<file path="config.mk">
export PLATFORM = sky130hd
export DESIGN_NAME = alu_muldiv_seq
export DESIGN_NICKNAME = d
export VERILOG_FILES = /design/src/rtl/alu_muldiv_seq.sv
export SDC_FILE = /design/constraint.sdc
export NUM_CORES = 1
export LEC_CHECK = 0
export CAP_MARGIN = 20
export CELL_PAD_IN_SITES_DETAIL_PLACEMENT = 1
export CELL_PAD_IN_SITES_GLOBAL_PLACEMENT = 1
export CORE_ASPECT_RATIO = 0.7
export CORE_MARGIN = 2
export CORE_UTILIZATION = 30
export DETAILED_ROUTE_END_ITERATION = 12
export GPL_ROUTABILITY_DRIVEN = 0
export PLACE_DENSITY_LB_ADDON = 0.1
export SLEW_MARGIN = 5
export SYNTH_ARGS = -nofsm -noshare
export SYNTH_HDL_FRONTEND = slang
export SYNTH_SLANG_ARGS = --single-unit
</file>
<file path="constraint.sdc">
create_clock -name clk -period 2.34 [get_ports clk]
set_input_delay 0.468 -clock clk [delete_from_list [all_inputs] [get_ports clk]]
set_output_delay 0.468 -clock clk [all_outputs]
set_load 0.03 [all_outputs]
</file>
<file path="src/rtl/alu_muldiv_seq.sv">
// alu_muldiv_seq: multi-cycle MULT/DIV sequencer that borrows the shared ALU for shift-add / restoring steps.
// Optional signed support (PRE/POST sign-fix stages) is built only when MULDIV_SIGNED_EN is defined.
module alu_muldiv_seq #(
  parameter int WIDTH = 32,
  parameter int CNT_W = 6
) (
  input  logic             clk,
  input  logic             rst_n,
  input  logic             start,
  input  logic             op_div,
  input  logic             op_signed,
  input  logic             flush,
  input  logic [WIDTH-1:0] src_a,
  input  logic [WIDTH-1:0] src_b,
  output logic             busy,
  output logic             done,
  output logic [WIDTH-1:0] hi,
  output logic [WIDTH-1:0] lo,
  output logic             div_by_zero,
  output logic [WIDTH-1:0] alu_in1,
  output logic [WIDTH-1:0] alu_in2,
  output logic [1:0]       alu_operation,
  output logic             alu_binvert,
  output logic             alu_cin,
  input  logic [WIDTH-1:0] alu_result,
  input  logic             alu_carry
);

  typedef enum logic [2:0] {
    S_IDLE  = 3'd0,
    S_PRE1  = 3'd1,
    S_PRE2  = 3'd2,
    S_ITER  = 3'd3,
    S_POST1 = 3'd4,
    S_POST2 = 3'd5,
    S_DONE  = 3'd6
  } state_t;

  localparam logic [CNT_W-1:0] LAST_CNT = CNT_W'(WIDTH - 1);

  state_t           state_r;
  logic [CNT_W-1:0] cnt_r;
  logic [WIDTH-1:0] a_r;
  logic [WIDTH-1:0] b_r;
  logic [WIDTH-1:0] whi_r;   // product high half / partial remainder
  logic [WIDTH-1:0] wlo_r;   // multiplier shift reg / quotient
  logic             op_div_r;
  logic             dbz_pend_r;
`ifdef MULDIV_SIGNED_EN
  logic             sgn_r;
  logic             sa_r;
  logic             sb_r;
  logic             cy_r;
`else
  logic             unused_s;
  assign unused_s = op_signed;
`endif

  logic [WIDTH-1:0] r_shift_s;
  logic [WIDTH-1:0] iter_hi_s;
  logic [WIDTH-1:0] iter_lo_s;
  logic             div_ok_s;

  // ALU operand steering and next working-register values for one iteration
  always_comb begin
    alu_in1       = {WIDTH{1'b0}};
    alu_in2       = {WIDTH{1'b0}};
    alu_operation = 2'b10;
    alu_binvert   = 1'b0;
    alu_cin       = 1'b0;
    r_shift_s     = {whi_r[WIDTH-2:0], wlo_r[WIDTH-1]};
    div_ok_s      = alu_carry | whi_r[WIDTH-1];
    iter_hi_s     = whi_r;
    iter_lo_s     = wlo_r;
    case (state_r)
      S_ITER: begin
        if (op_div_r) begin
          alu_in1     = r_shift_s;
          alu_in2     = b_r;
          alu_binvert = 1'b1;
          alu_cin     = 1'b1;
          iter_hi_s   = div_ok_s ? alu_result : r_shift_s;
          iter_lo_s   = {wlo_r[WIDTH-2:0], div_ok_s};
        end else begin
          alu_in1   = whi_r;
          alu_in2   = a_r;
          iter_hi_s = wlo_r[0] ? {alu_carry, alu_result[WIDTH-1:1]} : {1'b0, whi_r[WIDTH-1:1]};
          iter_lo_s = wlo_r[0] ? {alu_result[0], wlo_r[WIDTH-1:1]} : {whi_r[0], wlo_r[WIDTH-1:1]};
        end
      end
`ifdef MULDIV_SIGNED_EN
      // Negations are 0 + ~x + cin through the shared adder
      S_PRE1: begin
        alu_in2     = a_r;
        alu_binvert = 1'b1;
        alu_cin     = 1'b1;
      end
      S_PRE2: begin
        alu_in2     = b_r;
        alu_binvert = 1'b1;
        alu_cin     = 1'b1;
      end
      S_POST1: begin
        alu_in2     = wlo_r;
        alu_binvert = 1'b1;
        alu_cin     = 1'b1;
      end
      S_POST2: begin
        alu_in2     = whi_r;
        alu_binvert = 1'b1;
        alu_cin     = op_div_r ? 1'b1 : cy_r;
      end
`endif
      default: begin
        alu_in1 = {WIDTH{1'b0}};
      end
    endcase
  end

  // Sequencer state, working registers and registered results
  always_ff @(posedge clk) begin
    if (!rst_n) begin
      state_r     <= S_IDLE;
      cnt_r       <= {CNT_W{1'b0}};
      a_r         <= {WIDTH{1'b0}};
      b_r         <= {WIDTH{1'b0}};
      whi_r       <= {WIDTH{1'b0}};
      wlo_r       <= {WIDTH{1'b0}};
      op_div_r    <= 1'b0;
      dbz_pend_r  <= 1'b0;
      busy        <= 1'b0;
      done        <= 1'b0;
      hi          <= {WIDTH{1'b0}};
      lo          <= {WIDTH{1'b0}};
      div_by_zero <= 1'b0;
`ifdef MULDIV_SIGNED_EN
      sgn_r       <= 1'b0;
      sa_r        <= 1'b0;
      sb_r        <= 1'b0;
      cy_r        <= 1'b0;
`endif
    end else if (flush && (state_r != S_IDLE)) begin
      state_r <= S_IDLE;
      cnt_r   <= {CNT_W{1'b0}};
      busy    <= 1'b0;
      done    <= 1'b0;
    end else begin
      case (state_r)
        S_IDLE: begin
          done <= 1'b0;
          if (start && !flush) begin
            a_r         <= src_a;
            b_r         <= src_b;
            op_div_r    <= op_div;
            whi_r       <= {WIDTH{1'b0}};
            wlo_r       <= op_div ? src_a : src_b;
            cnt_r       <= {CNT_W{1'b0}};
            dbz_pend_r  <= op_div && (src_b == {WIDTH{1'b0}});
            div_by_zero <= 1'b0;
            busy        <= 1'b1;
`ifdef MULDIV_SIGNED_EN
            sgn_r       <= op_signed;
            sa_r        <= op_signed & src_a[WIDTH-1];
            sb_r        <= op_signed & src_b[WIDTH-1];
            state_r     <= op_signed ? S_PRE1 : S_ITER;
`else
            state_r     <= S_ITER;
`endif
          end
        end
        S_ITER: begin
          whi_r <= iter_hi_s;
          wlo_r <= iter_lo_s;
          cnt_r <= cnt_r + {{(CNT_W-1){1'b0}}, 1'b1};
          if (cnt_r == LAST_CNT) begin
            cnt_r <= {CNT_W{1'b0}};
`ifdef MULDIV_SIGNED_EN
            if (sgn_r) begin
              state_r <= S_POST1;
            end else begin
              hi          <= iter_hi_s;
              lo          <= iter_lo_s;
              div_by_zero <= dbz_pend_r;
              done        <= 1'b1;
              busy        <= 1'b0;
              state_r     <= S_DONE;
            end
`else
            hi          <= iter_hi_s;
            lo          <= iter_lo_s;
            div_by_zero <= dbz_pend_r;
            done        <= 1'b1;
            busy        <= 1'b0;
            state_r     <= S_DONE;
`endif
          end
        end
`ifdef MULDIV_SIGNED_EN
        S_PRE1: begin
          if (sa_r) a_r <= alu_result;
          state_r <= S_PRE2;
        end
        S_PRE2: begin
          if (sb_r) b_r <= alu_result;
          wlo_r   <= op_div_r ? a_r : (sb_r ? alu_result : b_r);
          state_r <= S_ITER;
        end
        // A zero divisor leaves the all-ones quotient and remainder uncorrected
        S_POST1: begin
          if ((sa_r ^ sb_r) && !dbz_pend_r) wlo_r <= alu_result;
          cy_r    <= alu_carry;
          state_r <= S_POST2;
        end
        S_POST2: begin
          hi          <= (op_div_r ? (sa_r && !dbz_pend_r) : (sa_r ^ sb_r)) ? alu_result : whi_r;
          lo          <= wlo_r;
          div_by_zero <= dbz_pend_r;
          done        <= 1'b1;
          busy        <= 1'b0;
          state_r     <= S_DONE;
        end
`endif
        S_DONE: begin
          done    <= 1'b0;
          state_r <= S_IDLE;
        end
        default: begin
          busy    <= 1'b0;
          done    <= 1'b0;
          state_r <= S_IDLE;
        end
      endcase
    end
  end

endmodule
</file>
-- Word level (Yosys, flattened, before mapping)
Index checks and enable logic that the tools add are counted.
- word-level logic and storage cells: 69
- output and inout bits: 135
- input port bits: 103
- register bits after elaboration: 206
- bitwise logic cells: 5
- multiplexer cells: 28
- eq/ne operators: 5
- reduce and logical (&&, ||, !) cells: 17
- $add $sub $neg: 1
- operators by type and width (operator ; number):
    32-bit 2-to-1 mux ; 12
    32-bit one-hot mux with 2 select lines ; 2
    32-bit zero test ; 1
    6-bit 2-to-1 mux ; 2
    6-bit one-hot mux with 2 select lines ; 1
    3-bit AND reduction ; 4
    6-bit by 1-bit adder with 6-bit output (second input constant) ; 1
    6-bit by 5-bit == test with 1-bit output (second input constant) ; 1
    1-bit 2-to-1 mux ; 6
    3-bit 2-to-1 mux ; 2
    3-bit one-hot mux with 2 select lines ; 1
    2-bit != test (second input constant) ; 2
    1-bit NOT ; 4
    2-bit AND reduction ; 2
    4-bit AND reduction ; 1
    3-bit by 2-bit == test with 1-bit output (second input constant) ; 1
    3-bit == test (second input constant) ; 1
    1-bit logical AND ; 3
    3-bit zero test ; 1
    1-bit one-hot mux with 3 select lines ; 1
    3-bit nonzero test ; 1
    3-bit OR reduction ; 1
    1-bit one-hot mux with 2 select lines ; 1
    2-bit nonzero test ; 1
    other kinds (3) ; 3

-- Depth between registers and ports, before layout
- word-level depth: 4
- depth in mapped cells: 8
- depth with buffers taken out: 5

-- Worst setup path after synthesis
OpenSTA, ideal clock, no wires.
- kind: flip-flop to output port
- from: register op_div_r
- to: output alu_in1[0]
- path buffers: 4
- required time: 1.872 ns
- arrival: 1.756 ns
- setup slack: 0.116 ns
- cell stages (with the launch flop): 7
- cell sequence: dfxtp_1 clkbuf_1 buf_2 clkbuf_1 buf_2 mux2i_1 nor2_1
- word-level cells in the longest chain between the ends: 2
- ends and longest elaborated chain (item ; line ; RTL):
    from (decl) ; 47 ; logic op_div_r;
    from (signal assigned) ; 154 ; op_div_r <= op_div;
    32-bit 2-to-1 mux ; 77 ; if (op_div_r) begin
    32-bit 2-to-1 mux ; 75 ; case (state_r)
    to (decl) ; 20 ; output logic [WIDTH-1:0] alu_in1,
Every way passes these cells.

-- Worst setup path in the final report
- from: register op_div_r
- to: output alu_in2[10]
- word-level cells in the longest chain between the ends: 2
- ends and longest elaborated chain (item ; line ; RTL):
    32-bit 2-to-1 mux ; 77 ;
    32-bit 2-to-1 mux ; 75 ;
    to (decl) ; 21 ; output logic [WIDTH-1:0] alu_in2,
Every way passes these cells.

==> results_dict.tcl <==
set metrics [dict create \
    grt_max_degree 61 \
    ys_ff_latch 206 \
    syn_to_final_growth_pct 39.6 \
    rsz0062_at_grt "yes" \
    path_class "flop to primary output" \
    synth.distinct_cells 44 \
    cts_sinks 206 \
    start_util_pct 30.6 \
    fin_skew_ns 0.00945 \
    wl_per_cell_um 19.1 \
    dominantRegCellSynth "dfxtp_1" \
    vias_per_cell 5.02 \
    grt_pass1_wl_mm 58.9 \
    cp-start-kind "flop" \
    leakage_nw 5.48 \
    ys.warnings.count 0 \
    min_to "hi[31]" \
    stdcell_area_um2 14900 \
    finalSetupViolations 0 \
    dieHeight_um 162 \
    drv_slew 0 \
    whs_path_depth 2 \
    reg2reg_from "cnt_r[0]" \
    dpl_cell_area_um2 13600 \
    grt.overflow.total 0 \
    synth_top_area_cell "dfxtp_1" \
    cp_slowest_cell "dfxtp_4" \
    die-area_um2 37100 \
    clockRootBuffer "clkbuf_16" \
    cpPeakStageDelay_ns 0.40 \
    cts_buffer_depth 3 \
    numPortBuffers 234 \
    fmax_mhz 439 \
    syn_inst 1274 \
    peakVddDrop_v 0.000403 \
    busiest_layer "met2" \
    syn_avg_cell_area_um2 8.38 \
    drt_wl_total_mm 37.6 \
    drt_pass1_iterations 5 \
    drt_iter0_markers 341 \
    clk_latency_ns 0.54 \
    std_cell_rows 57 \
    async_reset_ff_share_pct 0 \
    drtAntennaViolNets 0 \
    synth_area_um2 10700 \
    io_pins 238 \
    crit_arrival_ns 1.81 \
    required_ns 1.87 \
    yosysMostFrequentCell "nand2_1" \
    finalHoldViolations 0 \
    crit_path_start "op_div_r" \
    outcome "completed" \
    crit_chain "buf_4 -> buf_12 -> clkbuf_16 -> mux2i_1 -> nor2_1 -> buf_4" \
    r2r_end "hi[9]" \
    grt_util_met1_pct 26.7 \
    synthTopCellsByArea "dfxtp_1 39%, mux2i_1 13%, nand2_1 10%" \
    postCtsHoldBufs 0 \
    finalCritPeriodShare_pct 97.4 \
    final_cells 1973 \
    path_buf_inv 4 \
    end_kind "primary output" \
    syn-num-nets 1378 \
    worstHoldStart "rst_n" \
    route.vias.total 9906 \
    synth.cells.most_frequent "297 x nand2_1, 206 x dfxtp_1, 135 x mux2i_1, 122 x a21boi_0, 78 x nor2_1" \
    reg2reg_depth 6 \
    synth_top_cell_area_share_pct 38.6 \
    met2_usage_pct 32.8 \
    crit_family "buffers and inverters" \
    numCtsBuffers 25 \
    cts_tree "built" \
    clkSlewWorstSetupHoldPaths_ns 0.06 \
    yosysSeqAreaShare_pct 38.6 \
    core_um2 34900 \
    nets 1587 \
    min_path_type "primary input to flop" \
    placed_cells 1914 \
    r2r_slack_ns 0.33 \
    antenna_found_initial 0 \
    drv_cap 0 \
    track_usage_pct 19.7 \
    period_minus_slack_ns 2.28 \
    synth-edff-count 0 \
    p_per_area_nw_per_um2 595 \
    antenna_cells 0 \
    drive_gt1_share_pct 15.8 \
    htree_levels 1 \
    first_global_vias 10400 \
    hpwlAfterDp_mm 25.5 \
    die_width_um 229 \
    drc 0 \
    path_max_fanout 18 \
    grt_util_met3_pct 3.21 \
    cp_common_cell "buf_4" \
]
## logic make-up (layout without fill, tap and decap cells)
family          count (synthesis)  count (layout)  share of synthesized area, %
simple gates                  451             451                          17.7
compound gates                336             336                          23.3
flops                         206             206                          38.6
mux                           160             160                          15.3
buf+inv                       118             345                          4.90
other cells                     2               2                        0.0703
fa+ha+maj                       1               1                         0.117
## routing by layer
layer	share of wire, %	wire length, um	vias up
met5	0	0	-
met1	49	18400	4846
met2	46	17300	149
li1	-	-	4868
met4	1.7	646	0
met3	3.5	1300	43
## final cells by class
class                           instances  area [um^2]
Tap cell                              472          591
Multi-Input combinational cell        950         6150
Fill cell                            4026        20000
Clock buffer                           36          747
Inverter                                2         7.51
Clock inverter                          9          126
Sequential cell                       206         4140
Timing Repair Buffer                  298         3150
## flip-flops by register name, summed over array words and instances (netlist names), 3 cells and up
register and flops:
cnt_r 6, b_r 32, a_r 32, lo 32, state_r 3, wlo_r 32, hi 32, whi_r 32
## power breakdown
group | leakage (nW) | total (mW) | internal [mW] | switching [mW]
logic | 3.37 | 1.04 | 0.493 | 0.543
clock network | 0.432 | 4.18 | 2.54 | 1.64
registers | 1.67 | 3.66 | 3.59 | 0.0628
total | 5.48 | 8.87 | 6.63 | 2.24
## how the worst max path moves through the flow
stage,to,depth (start not counted)
after floorplan,alu_in1[0],6
after global placement,wlo_r[27],8
after detailed placement,hi[9],5
after CTS,alu_in2[20],5
after global routing,alu_in1[15],5
final,alu_in2[10],6
## per-stage QoR
| stage | util, % | power, mW | worst slack, ns | setup TNS, ns | hold slack, ns |
|---|---|---|---|---|---|
| floorplan | - | 4.25 | 0.116 | 0 | 0.441 |
| global placement | 39.1 | 4.71 | 0.0906 | 0 | 0.441 |
| detailed placement | 39.1 | 4.73 | 0.0304 | 0 | 0.447 |
| CTS | 42.0 | 8.99 | -0.0386 | -0.389 | 0.286 |
| global route | 42.7 | 9.29 | -0.0310 | -0.284 | 0.289 |
| finish | 42.7 | 8.87 | 0.0612 | 0 | 0.299 |
## cells in the final DEF, fill, tap and decap left out, types with 24 or more instances in the layout
cell / n
a211o_1: 31
a211oi_1: 33
a21boi_0: 122
a21boi_1: 31
a21oi_1: 42
a22o_1: 31
buf_4: 84
clkbuf_16: 28
clkdlybuf4s50_1: 166
dfxtp_1: 201
mux2_2: 25
mux2i_1: 131
nand2_1: 296
nor2_1: 54
nor2b_1: 32
o211ai_1: 24
## worst register-to-register path: cells and delay by family, from the launching register on
kind | cells | cell delay (ns)
AOI/OAI and AO/OA | 2 | 0.44
adders and majority gates | 1 | 0.22
buffers and inverters | 1 | 0.21
DFF | 1 | 0.37
and+or+nand+nor | 2 | 0.69
## timing repair
| item | CTS | global route |
|---|---|---|
| gates cloned | 1 | 3 |
| setup endpoints to repair | 62 | 64 |
| buffers inserted | 3 | 7 |
| resized for setup | 20 | 34 |
No activity file was read; power rests on OpenSTA's default activity.
